File: src/rtl/tcdm_sim_ctrl_pkg.sv
// Shared definitions for the simulation-control TCDM peripheral: register map,
// STATUS bit positions and the decoded register selection.
package tcdm_sim_ctrl_pkg;

  localparam logic [7:0] EXIT_OFF   = 8'h00;
  localparam logic [7:0] PUTC_OFF   = 8'h04;
  localparam logic [7:0] CYC_LO_OFF = 8'h08;
  localparam logic [7:0] CYC_HI_OFF = 8'h0C;
  localparam logic [7:0] STATUS_OFF = 8'h10;

  localparam int STATUS_FULL_BIT  = 0;
  localparam int STATUS_EMPTY_BIT = 1;
  localparam int STATUS_EXIT_BIT  = 2;

  typedef enum logic [2:0] {
    SEL_EXIT,
    SEL_PUTC,
    SEL_CYC_LO,
    SEL_CYC_HI,
    SEL_STATUS,
    SEL_NONE
  } reg_sel_e;

  // Maps a word offset (add[7:2]) to a register; anything unlisted is unmapped.
  function automatic reg_sel_e decode_offset(input logic [5:0] word_off);
    reg_sel_e sel;
    sel = SEL_NONE;
    if (word_off == EXIT_OFF[7:2])   sel = SEL_EXIT;
    if (word_off == PUTC_OFF[7:2])   sel = SEL_PUTC;
    if (word_off == CYC_LO_OFF[7:2]) sel = SEL_CYC_LO;
    if (word_off == CYC_HI_OFF[7:2]) sel = SEL_CYC_HI;
    if (word_off == STATUS_OFF[7:2]) sel = SEL_STATUS;
    return sel;
  endfunction

endpackage

File: src/rtl/sim_char_fifo.sv
// Parametric synchronous FIFO for the character stream; DEPTH must be a power
// of two so the pointers wrap naturally.
module sim_char_fifo #(
  parameter int DEPTH = 8,
  parameter int WIDTH = 8
) (
  input  logic                     clk_i,
  input  logic                     rst_i,
  input  logic                     push_i,
  input  logic [WIDTH-1:0]         data_i,
  input  logic                     pop_i,
  output logic [WIDTH-1:0]         data_o,
  output logic                     full_o,
  output logic                     empty_o,
  output logic [$clog2(DEPTH):0]   count_o
);

  localparam int AW = $clog2(DEPTH);
  localparam int CW = AW + 1;

  logic [WIDTH-1:0] r_mem [DEPTH];
  logic [AW-1:0]    r_wr_ptr;
  logic [AW-1:0]    r_rd_ptr;
  logic [CW-1:0]    r_count;
  logic             w_push;
  logic             w_pop;

  assign full_o  = (r_count == CW'(DEPTH));
  assign empty_o = (r_count == '0);
  assign count_o = r_count;
  assign w_push  = push_i && !full_o;
  assign w_pop   = pop_i && !empty_o;
  assign data_o  = empty_o ? '0 : r_mem[r_rd_ptr];

  // NOTE: storage has no reset; emptiness is tracked by r_count and data_o is
  // masked while empty, so resetting the array would only cost flops.
  always_ff @(posedge clk_i) begin
    if (w_push) r_mem[r_wr_ptr] <= data_i;
  end

  // NOTE: every sequential assignment is non-blocking so all registers sample
  // the pre-edge values regardless of statement order.
  always_ff @(posedge clk_i or posedge rst_i) begin
    if (rst_i) begin
      r_wr_ptr <= '0;
      r_rd_ptr <= '0;
      r_count  <= '0;
    end else begin
      if (w_push) r_wr_ptr <= r_wr_ptr + AW'(1);
      if (w_pop)  r_rd_ptr <= r_rd_ptr + AW'(1);
      unique case ({w_push, w_pop})
        2'b10:   r_count <= r_count + CW'(1);
        2'b01:   r_count <= r_count - CW'(1);
        default: ;
      endcase
    end
  end

endmodule

File: src/rtl/tcdm_sim_ctrl_periph.sv
// TCDM responder for the simulation-control window: exit-code latch, character
// output FIFO, free-running cycle counter and status, single-cycle responses.
module tcdm_sim_ctrl_periph
  import tcdm_sim_ctrl_pkg::*;
#(
  parameter logic [31:0] BASE_ADDR      = 32'h8000_0000,
  parameter int          FIFO_DEPTH     = 8,
  parameter logic [31:0] UNMAPPED_RDATA = 32'hDEAD_BEEF
) (
  input  logic        clk_i,
  input  logic        rst_i,
  input  logic        req_i,
  output logic        gnt_o,
  input  logic [31:0] add_i,
  input  logic        wen_i,
  input  logic [3:0]  be_i,
  input  logic [31:0] data_i,
  output logic [31:0] r_data_o,
  output logic        r_valid_o,
  output logic [7:0]  char_o,
  output logic        char_valid_o,
  input  logic        char_ready_i,
  output logic        exit_valid_o,
  output logic [31:0] exit_code_o,
  output logic [63:0] cycles_o
);

  localparam int CNT_W = $clog2(FIFO_DEPTH) + 1;

  reg_sel_e         w_sel;
  logic             w_in_window;
  logic             w_putc_push_req;
  logic             w_push;
  logic             w_fifo_full;
  logic             w_fifo_empty;
  logic [CNT_W-1:0] w_fifo_count;
  logic [31:0]      w_rdata;
  logic             w_unused_addr;

  logic        r_rvalid;
  logic [31:0] r_rdata;
  logic        r_exit_valid;
  logic [31:0] r_exit_code;
  logic [63:0] r_cycles;
  logic [31:0] r_cyc_hi_shadow;

  // Word-aligned decode: the byte lane bits do not select a register.
  assign w_unused_addr = ^add_i[1:0];

  assign w_in_window     = (add_i[31:8] == BASE_ADDR[31:8]);
  assign w_sel           = w_in_window ? decode_offset(add_i[7:2]) : SEL_NONE;
  assign w_putc_push_req = req_i && !wen_i && (w_sel == SEL_PUTC) && be_i[0];

  // Only a real character push can stall; it waits for the FIFO state at the
  // start of the cycle, so a concurrent pop releases it one cycle later.
  assign gnt_o  = req_i && !rst_i && !(w_putc_push_req && w_fifo_full);
  assign w_push = gnt_o && w_putc_push_req;

  sim_char_fifo #(
    .DEPTH (FIFO_DEPTH),
    .WIDTH (8)
  ) u_char_fifo (
    .clk_i   (clk_i),
    .rst_i   (rst_i),
    .push_i  (w_push),
    .data_i  (data_i[7:0]),
    .pop_i   (char_ready_i),
    .data_o  (char_o),
    .full_o  (w_fifo_full),
    .empty_o (w_fifo_empty),
    .count_o (w_fifo_count)
  );

  // NOTE: w_rdata gets its default before the case so no path leaves it
  // unassigned and no latch is inferred.
  always_comb begin
    w_rdata = UNMAPPED_RDATA;
    unique case (w_sel)
      SEL_EXIT:   w_rdata = r_exit_code;
      SEL_PUTC:   w_rdata = 32'(w_fifo_count);
      SEL_CYC_LO: w_rdata = r_cycles[31:0];
      SEL_CYC_HI: w_rdata = r_cyc_hi_shadow;
      SEL_STATUS: begin
        w_rdata                   = '0;
        w_rdata[STATUS_FULL_BIT]  = w_fifo_full;
        w_rdata[STATUS_EMPTY_BIT] = w_fifo_empty;
        w_rdata[STATUS_EXIT_BIT]  = r_exit_valid;
      end
      default:    w_rdata = UNMAPPED_RDATA;
    endcase
  end

  always_ff @(posedge clk_i or posedge rst_i) begin
    if (rst_i) begin
      r_rvalid        <= 1'b0;
      r_rdata         <= '0;
      r_exit_valid    <= 1'b0;
      r_exit_code     <= '0;
      r_cycles        <= '0;
      r_cyc_hi_shadow <= '0;
    end else begin
      r_rvalid <= gnt_o;
      if (gnt_o) r_rdata <= wen_i ? w_rdata : 32'h0;
      if (gnt_o && wen_i && (w_sel == SEL_CYC_LO)) r_cyc_hi_shadow <= r_cycles[63:32];
      if (gnt_o && !wen_i && (w_sel == SEL_EXIT) && (be_i == 4'hF) && !r_exit_valid) begin
        r_exit_valid <= 1'b1;
        r_exit_code  <= data_i;
      end
      // The edge that latches the exit code still counts; later edges do not.
      if (!r_exit_valid) r_cycles <= r_cycles + 64'd1;
    end
  end

  assign r_valid_o    = r_rvalid;
  assign r_data_o     = r_rdata;
  assign char_valid_o = !w_fifo_empty;
  assign exit_valid_o = r_exit_valid;
  assign exit_code_o  = r_exit_code;
  assign cycles_o     = r_cycles;

endmodule

File: config.mk
export PLATFORM = sky130hd
export DESIGN_NAME = tcdm_sim_ctrl_periph
export DESIGN_NICKNAME = d
export VERILOG_FILES = /design/src/rtl/tcdm_sim_ctrl_pkg.sv /design/src/rtl/sim_char_fifo.sv /design/src/rtl/tcdm_sim_ctrl_periph.sv
export SDC_FILE = /design/constraint.sdc
export NUM_CORES = 1
export LEC_CHECK = 0
export ABC_AREA = 0
export CAP_MARGIN = 10
export CORE_MARGIN = 2
export CORE_UTILIZATION = 43
export DETAILED_ROUTE_END_ITERATION = 7
export PLACE_DENSITY = 0.68
export SYNTH_ARGS = -nofsm -noshare
export SYNTH_HDL_FRONTEND = slang
export SYNTH_HIERARCHICAL = 1
export SYNTH_SLANG_ARGS = --single-unit
File: constraint.sdc
create_clock -name clk_i -period 24.9 [get_ports clk_i]
set_input_delay 7.47 -clock clk_i [delete_from_list [all_inputs] [get_ports clk_i]]
set_output_delay 7.47 -clock clk_i [all_outputs]
set_load 0.02 [all_outputs]
==> reports/qor.yml <==
syn_inst: 811
final_nets: 1090
async_flop_share: 0.7288
n_antenna_cell: 0
grt_pass1_vias: 7628
die-width_um: 162.4
drc: 0
tns_ns: 0
post_cts_buffers: 0
die_y_um: 162.4
clockRootBuffer: "clkbuf_16"
p_per_area_nw_per_um2: 60.80
syn_nets: 890
clkSlewWorstSetupHoldPaths_ns: 0.06
synth.avg_cell_area_sq_um: 13.30
max-cap-violations: 0
cts_hold_buf: 0
wl_um: 29610
hold_viol_final: 0
rows: 57
synthesis.area_sq_um: 10790
path_buf_inv: 3
setup_slack_ns: 7.325
clk_path_buf_depth: 3
cts_tree: "built"
antenna_found_initial: 0
max_stage_delay_ns: 0.70
clock_sink_count: 236
run_status: "finished clean"
drive_above_1_share: 0.1498
htree_levels: 1
yosysWarningCount: 6
drt-initial-drc-count: 422
post-dp-hpwl_um: 21050
globalRouteOverflowTotal: 0
slew_violations: 0
ant_nets: 0
whs_ns: 0.4742
seqCellArea_sq_um: 6226
clock_latency_ns: 0.52
fillers: 2031
crit_chain: "clkdlybuf4s50_1, nor4_1, nand4_1, nor3_1, a31o_2, inv_1, clkdlybuf4s50_1"
crit_fanout: 33
finalCriticalPeriod_ns: 17.58
setup_viol_count_final: 0
dieArea_sq_um: 26370
synth_edf_count: 64
slew-limit-headroom: 0.1453
dr.pass1.iters: 5
max_freq_ghz: 0.05690
area_growth_pct: 28.82
routedWlPerCell_um: 21.90
io_pins: 213
initial_core_util: 0.4409
layout.cells.non_filler: 1352
place.gp.congestion: 0.8502
period_share: 0.7058
cp.required_ns: 17.43
critical_path.startpoint_type: "input pin"
worstHoldPathType: "reg2reg"
power.total_mw: 0.8447
ctsResizeCount: 0
synth.ff_latch_count: 236
grt_pass1_wl_um: 45490
arrival_ns: 10.11
critical-path-top-delay-family: "buffers and inverters"
synth_cell_types: 59
vdd_ir_drop_max_uv: 48.71
multiInputGateArea_sq_um: 4244
avgViaCountPerCell: 5.561
pre_cts_slack_ns: 7.337
crit_type: "in2out"
port_buffers: 210
dp.cells: 1307
core_area_sq_um: 24460
power.leakage_nw: 5.932
worstSetupEndpointType: "output pin"
worst_pin_slew_ns: 1.272
synth_top_area_cell: "dfrtp_1"
synthTopCellsByArea: "dfrtp_1 40%, edfxtp_1 18%, mux2_2 5.0%"
finalClockSkew_ns: 0.01314
numCtsBuffers: 25
synth_seq_area_share: 0.5773
rsz0062_at_grt: "false"
grtUsageTotal: 0.2251
synthFlopType: "dfrtp_1"
vias: 7518
cp_slowest_cell: "a31o_2"
synth_top_area_share: 0.3991
cp_common_cell: "clkdlybuf4s50_1"
grt_max_degree: 84
## Yosys cell counts, types with 7 or more instances
cell,number
clkbuf_1,27
a2bb2oi_1,20
nor3_1,19
dfrtp_1,172
nand2b_1,9
nor2_1,42
and4_1,8
and3_1,10
mux4_2,16
nand3_1,37
xor2_1,25
nand2_1,28
nand4_1,15
mux2_4,30
a22oi_1,28
o2bb2ai_1,8
edfxtp_1,64
buf_1,10
mux2_2,48
a22o_1,7
xnor2_1,45
a211o_1,20
nor4_1,10
a21o_1,25
inv_1,16
## layer usage
metal	wire [um]	global-route usage
met2	14470	0.3725
met1	12430	0.2984
met5	0	0
met3	1826	0.04915
met4	886	0.06959
## registers in the layout, summed over array words and instances (netlist names)
signal,count
cycles_o,64
u_char_fifo/r_mem,64
exit_code_o,32
r_cyc_hi_shadow,32
r_data_o,32
u_char_fifo/count_o,4
u_char_fifo/r_rd_ptr,3
u_char_fifo/r_wr_ptr,3
exit_valid_o,1
r_valid_o,1
## final timing paths
path	cells past startpoint	slack, ns	endpoint	startpoint
max in group asynchronous	3	15.85	cycles_o[34]$_DFFE_PP0N_	rst_i
min reg2reg	1	0.47	r_data_o[0]$_DFFE_PP0P_	r_data_o[0]$_DFFE_PP0P_
min in group asynchronous	2	7.37	u_char_fifo/count_o[1]$_DFFE_PP0P_	rst_i
max reg2reg	9	21.82	u_char_fifo/count_o[3]$_DFFE_PP0P_	u_char_fifo/count_o[1]$_DFFE_PP0P_
max	7	7.32	gnt_o	add_i[17]
min	1	0.47	r_data_o[0]$_DFFE_PP0P_	r_data_o[0]$_DFFE_PP0P_
## cells in the final DEF, fill, tap and decap left out, types with 6 or more instances in the layout
| cell | synthesis | layout |
|---|---|---|
| nor3_1 | 19 | 19 |
| and3_1 | 10 | 10 |
| nor2_1 | 42 | 42 |
| a21o_1 | 25 | 25 |
| a22oi_1 | 28 | 28 |
| nand3_1 | 37 | 37 |
| mux4_2 | 16 | 16 |
| buf_4 | 1 | 9 |
| nor4_1 | 10 | 10 |
| xnor2_1 | 45 | 45 |
| ha_1 | 6 | 6 |
| a21oi_1 | 6 | 6 |
| clkbuf_16 | 0 | 25 |
| clkdlybuf4s50_1 | 0 | 208 |
| a22o_1 | 7 | 7 |
| dfrtp_1 | 172 | 172 |
| inv_1 | 16 | 15 |
| nand2b_1 | 9 | 9 |
| mux2_2 | 48 | 48 |
| clkbuf_1 | 27 | 7 |
| mux2_4 | 30 | 30 |
| a2bb2oi_1 | 20 | 20 |
| nand4_1 | 15 | 15 |
| xor2_1 | 25 | 25 |
| nand2_1 | 28 | 28 |
| and4_1 | 8 | 8 |
| o2bb2ai_1 | 8 | 8 |
| a211o_1 | 20 | 20 |
| edfxtp_1 | 64 | 64 |
## power breakdown
group	switching (mW)	total (mW)	internal [mW]
combinational	0.0361	0.0714	0.0353
clock	0.150	0.363	0.214
sequential	0.00594	0.410	0.404
total	0.192	0.845	0.653
## logic make-up after synthesis
| family | after synthesis | share of synthesized area |
|---|---|---|
| DFF | 236 | 0.5773 |
| and+or+nand+nor | 207 | 0.1050 |
| AOI/OAI and AO/OA | 133 | 0.09757 |
| muxes | 96 | 0.1271 |
| xor gates and xnor gates | 70 | 0.05684 |
| buffers and inverters | 63 | 0.02924 |
| adders and majority gates | 6 | 0.006960 |
## through the flow
stage / cell area, sq um / util
floorplan: 10790 / -
global placement: 13100 / 0.5355
detailed placement: 13100 / 0.5355
CTS: 13890 / 0.5677
global route: 13890 / 0.5680
finish: 13890 / 0.5680
## layout make-up
cell class | instances | share of cell area
sequential | 236 | 0.4481
clock buffer | 35 | 0.04989
multi-input combinational | 512 | 0.3055
clock inverter | 9 | 0.006844
tap | 324 | 0.02918
timing repair buffer | 220 | 0.1558
inverter | 16 | 0.004683
No activity file was read; power rests on OpenSTA's default activity.
